**src/rtl/sd_cmd_tx.sv**
```systemverilog
// sd_cmd_tx: serialises one SD-card command frame onto the CMD line.
//
// Frame (48 bits, MSB first): start 0, transmission 1, cmd_index[5:0],
// argument[31:0], CRC7[6:0], end 1.  Each bit is held for DIV clocks.
// CRC7 (x^7 + x^3 + 1, init 0) is accumulated serially while the first
// 40 bits go out, then shifted out directly, so no frame-wide CRC logic.
//
// Ports:
//   clock       system clock, rising edge
//   resetn      asynchronous active-low reset
//   start       send request, sampled only in IDLE
//   cmd_index   6-bit command index, latched when start is accepted
//   argument    32-bit argument, latched when start is accepted
//   sd_cmd_out  serial CMD-line data (idles high)
//   sd_cmd_oe   CMD-line output enable, high only while a frame is driven
//   busy        high while a frame is in progress
//   done        one-cycle pulse in the cycle after the end bit
//
// state | meaning
// ------+--------------------------------------------------------------
// IDLE  | line released (oe=0, out=1); waiting for start
// SEND  | driving the 48 frame bits, DIV clocks per bit

module sd_cmd_tx #(
    parameter int DIV = 2
) (
    input  logic        clock,
    input  logic        resetn,
    input  logic        start,
    input  logic [5:0]  cmd_index,
    input  logic [31:0] argument,
    output logic        sd_cmd_out,
    output logic        sd_cmd_oe,
    output logic        busy,
    output logic        done
);

    typedef enum logic {
        IDLE = 1'b0,
        SEND = 1'b1
    } state_t;

    localparam logic [7:0] DIV_LAST = 8'(DIV - 1);

    state_t      r_state;
    state_t      w_next;
    logic [7:0]  r_div_cnt;
    logic [5:0]  r_bit_cnt;
    logic [39:0] r_frame;
    logic [6:0]  r_crc;
    logic        r_done;

    logic w_accept;
    logic w_bit_end;
    logic w_last_bit;
    logic w_crc_fb;
    logic w_bit;

    assign w_accept   = (r_state == IDLE) && start;
    assign w_bit_end  = (r_state == SEND) && (r_div_cnt == DIV_LAST);
    assign w_last_bit = (r_bit_cnt == 6'd47);
    assign w_crc_fb   = r_frame[39] ^ r_crc[6];

    always_ff @(posedge clock or negedge resetn) begin
        if (!resetn) begin
            r_state <= IDLE;
        end else begin
            r_state <= w_next;
        end
    end

    always_comb begin
        w_next = r_state;
        case (r_state)
            IDLE: if (start) w_next = SEND;
            SEND: if (w_bit_end && w_last_bit) w_next = IDLE;
            default: w_next = IDLE;
        endcase
    end

    always_ff @(posedge clock or negedge resetn) begin
        if (!resetn) begin
            r_div_cnt <= 8'd0;
            r_bit_cnt <= 6'd0;
            r_frame   <= 40'd0;
            r_crc     <= 7'd0;
            r_done    <= 1'b0;
        end else begin
            r_done <= w_bit_end && w_last_bit;
            if (w_accept) begin
                r_frame   <= {2'b01, cmd_index, argument};
                r_crc     <= 7'd0;
                r_div_cnt <= 8'd0;
                r_bit_cnt <= 6'd0;
            end else if (r_state == SEND) begin
                if (w_bit_end) begin
                    r_div_cnt <= 8'd0;
                    r_bit_cnt <= w_last_bit ? 6'd0 : r_bit_cnt + 6'd1;
                    if (r_bit_cnt < 6'd40) begin
                        // Update CRC with the bit just sent, then advance.
                        r_frame <= {r_frame[38:0], 1'b0};
                        r_crc   <= {r_crc[5:3], r_crc[2] ^ w_crc_fb,
                                    r_crc[1:0], w_crc_fb};
                    end else if (r_bit_cnt < 6'd47) begin
                        r_crc <= {r_crc[5:0], 1'b0};
                    end
                end else begin
                    r_div_cnt <= r_div_cnt + 8'd1;
                end
            end
        end
    end

    always_comb begin
        w_bit = 1'b1;
        if (r_bit_cnt < 6'd40) begin
            w_bit = r_frame[39];
        end else if (r_bit_cnt < 6'd47) begin
            w_bit = r_crc[6];
        end
    end

    assign sd_cmd_out = (r_state == SEND) ? w_bit : 1'b1;
    assign sd_cmd_oe  = (r_state == SEND);
    assign busy       = (r_state == SEND);
    assign done       = r_done;

endmodule

```
**config.mk**
```make
export PLATFORM = sky130hd
export DESIGN_NAME = sd_cmd_tx
export DESIGN_NICKNAME = d
export VERILOG_FILES = /design/src/rtl/sd_cmd_tx.sv
export SDC_FILE = /design/constraint.sdc
export NUM_CORES = 1
export LEC_CHECK = 0
export BUFFER_PORTS_ARGS = -buffer_cell sky130_fd_sc_hd__buf_2
export CAP_MARGIN = 20
export CORE_MARGIN = 2
export CORE_UTILIZATION = 55
export CTS_BUF_LIST = sky130_fd_sc_hd__clkbuf_2 sky130_fd_sc_hd__clkbuf_4 sky130_fd_sc_hd__clkbuf_8
export CTS_CLUSTER_SIZE = 20
export DETAILED_ROUTE_END_ITERATION = 10
export MAX_ROUTING_LAYER = met4
export PLACE_DENSITY = 0.89
export SLEW_MARGIN = 20
export SYNTH_ARGS = -nofsm -noshare
export SYNTH_HDL_FRONTEND = slang
export SYNTH_SLANG_ARGS = --single-unit
```
**constraint.sdc**
```tcl
create_clock -name clock -period 2.6 [get_ports clock]
set_clock_uncertainty 0.1 [all_clocks]
set_input_delay 0.52 -clock clock [delete_from_list [all_inputs] [get_ports clock]]
set_output_delay 0.52 -clock clock [all_outputs]
set_load 0.1 [all_outputs]
```
==> impl_metrics.py <==
metrics = {
    "detailed_routing": {
        "initialDrtViolationCount": 129,
        "drc": 0,
        "wl_mm": 5.86,
        "via_count": 2246,
        "wire_per_inst_um": 14.3,
        "drt_first_pass_iters": 4,
        "ant_nets": 0,
        "vias_per_cell": 5.49,
    },
    "synthesis": {
        "syn_nets": 336,
        "synth_area_mm2": 0.00298,
        "syn_inst": 292,
        "ys_seq_elements": 63,
        "yosys-top-cells-area": "dfrtp_1 53%, mux2i_1 14%, o21ai_0 8.6%, nand2_1 6.7%, nor2_1 2.5%",
        "yosysTopAreaCell": "dfrtp_1",
        "synth_top_area_share_pct": 53.0,
        "async_flop_share_pct": 100,
        "yosys_warnings": 0,
        "synth_commonest_cells": "63 x dfrtp_1, 53 x nand2_1, 51 x o21ai_0",
        "seq_area_frac_synth_pct": 53.0,
        "synthDistinctLibCells": 39,
        "synth.most_common_cell": "dfrtp_1",
        "synthFlopType": "dfrtp_1",
        "synth_enable_flop_cells": 0,
        "syn_avg_cell_area_um2": 10.2,
    },
    "sta": {
        "finalSetupViolations": 0,
        "slew_violations": 0,
        "rsz0062_at_grt": "no",
        "slew-limit-headroom_pct": 51.8,
        "tightest_slew_ns": 0.716,
        "finalHoldViolations": 0,
        "setup_ws_ns": 0.155,
        "max_freq_mhz": 409,
        "tns_ns": 0,
        "min_period_ns": 2.45,
        "finalCritPeriodShare_pct": 94.1,
    },
    "pwr": {
        "power_density_mw_per_mm2": 882,
        "ir_drop_mv": 0.459,
        "leakage_nw": 1.80,
    },
    "placement": {
        "place_worst_setup_slack_ns": 0.453,
        "gp_congestion": 0.810,
        "dp_hpwl_mm": 3.99,
        "io_buffers": 44,
    },
    "floorplan": {
        "core.rowCount": 26,
        "core_mm2": 0.00517,
        "io_pins": 45,
        "start_util_pct": 57.5,
        "die_w_um": 77.6,
        "dieArea_mm2": 0.00601,
        "fp.dieH_um": 77.6,
    },
    "worst_setup_path": {
        "ff2ff_path_depth": 4,
        "worstPathRequired_ns": 1.98,
        "cp_cell_sequence": "ha_1 -> a31o_2 -> nor3_1 -> o21ai_2 -> clkbuf_4",
        "cpPeakStageDelay_ns": 0.40,
        "critPathArrivalTime_ns": 1.83,
        "crit_fanout": 5,
        "path_class": "register to output pin",
        "cp-start-kind": "register",
        "cp-end-kind": "output pin",
        "crit_slowest_cell": "dfrtp_1",
    },
    "job": {
        "drv_cap": 0,
    },
    "grt": {
        "grt_overflow": 0,
        "antenna_found_initial": 0,
        "grt_util_all_layers_pct": 21.7,
        "grt_pass1_vias": 2169,
        "grt_first_pass_wirelength_mm": 9.99,
        "grt_max_degree": 80,
    },
    "clocking": {
        "cts_post_setup_buffers_inserted": 0,
        "clock_latency_ns": 0.34,
        "htree_levels": 3,
        "cts_hold_buf": 0,
        "cts_sinks": 63,
        "path_clk_slew_ns": 0.07,
        "clockRootBuffer": "clkbuf_8",
        "cts-resized-gates": 0,
        "tritoncts": "built",
        "clockBufferDepth": 2,
        "cts_buffers": 9,
    },
    "outcome": {
        "outcome": "finished, final reports clean",
    },
    "finish": {
        "drive_above_1_share_pct": 20.9,
        "final_nets": 378,
        "areaGrowthSynthToFinish_pct": 17.1,
        "antenna_cells": 0,
    },
    "worst_hold_path": {
        "holdCritPathClass": "input pin to asynchronous set/reset pin",
    },
}
through the flow:
stage	hold WS [ns]	cell area, um2	instances	total power [W]	utilization (%)
after CTS	0.0779	3480	409	0.00309	67.3
after detailed placement	0.370	3300	393	0.00231	63.7
final	0.0830	3480	409	0.00307	67.3
after global routing	0.119	3480	409	0.00329	67.3
after global placement	0.360	3300	393	0.00223	63.7
after floorplan	0.124	2980	292	0.00206	-
per-layer routing:
metal,routed length [um],part of all wire [%],global-route usage (%),up-vias
met5,0,0,-,-
met4,87,1.5,7.32,0
li1,-,-,-,1107
met1,2730,47,28.9,1069
met2,2770,47,32.5,60
met3,268,4.6,5.81,10
flip-flops by register name, indices dropped and copies added, names as in the netlist:
signal,cells
busy,1
done,1
r_frame,40
r_div_cnt,8
r_bit_cnt,6
r_crc,7
kinds of logic (layout without fill, tap and decap cells):
family / Yosys count / after routing / share of synthesized area (%)
AO/OA/AOI/OAI: 70 / 70 / 13.7
XOR/XNOR: 6 / 6 / 1.77
adder cells (fa/ha/maj): 3 / 3 / 1.26
buffers and inverters: 19 / 66 / 2.90
flip-flops: 63 / 63 / 53.0
multiplexers: 43 / 43 / 14.5
AND/OR/NAND/NOR: 88 / 88 / 12.9
layout by cell type (no fill, tap or decap), types with 3 or more instances in the layout:
master	count
buf_12	3
buf_2	43
clkbuf_8	11
clkinvlp_4	3
dfrtp_1	63
ha_1	3
mux2i_1	43
nand2_1	53
nor2_1	20
o21ai_0	50
o31ai_1	3
xnor2_1	3
xor2_1	3
worst max-delay path: cells and delay by family (launching register included):
kind            cells  cell delay [ns]
flops               1             0.40
fa+ha+maj           1             0.25
simple gates        1             0.18
compound gates      2             0.36
buf+inv             1             0.29
final timing paths:
| path | startpoint | to | slack, ns |
|---|---|---|---|
| worst max register to register | r_div_cnt[4]$_DFFE_PN0P_ | r_crc[5]$_DFFE_PN0P_ | 0.55 |
| max in group asynchronous | resetn | done$_DFF_PN0_ | 1.71 |
| worst max-delay path | r_bit_cnt[0]$_DFFE_PN0P_ | sd_cmd_out | 0.15 |
| worst min register to register | r_frame[31]$_DFFE_PN0P_ | r_frame[31]$_DFFE_PN0P_ | 0.38 |
| worst min-delay path | resetn | r_frame[1]$_DFFE_PN0P_ | 0.08 |
| min in group clock | argument[0] | r_frame[0]$_DFFE_PN0P_ | 0.31 |
power by group:
group	leakage [nW]	total [W]	internal [W]	switching [W]
Clock	0.0873	0.000767	0.000394	0.000374
Combinational	0.895	0.000748	0.000336	0.000412
Sequential	0.820	0.00156	0.00129	0.000267
cell type report:
cell class	instances	area, um2
inverter	1	3.75
clock buffer	11	151
sequential	63	1580
clock inverter	5	32.5
fill	400	1690
timing repair buffer	49	298
tap	70	87.6
multi-input combinational	210	1330
Power figures use the tool's default switching activity.
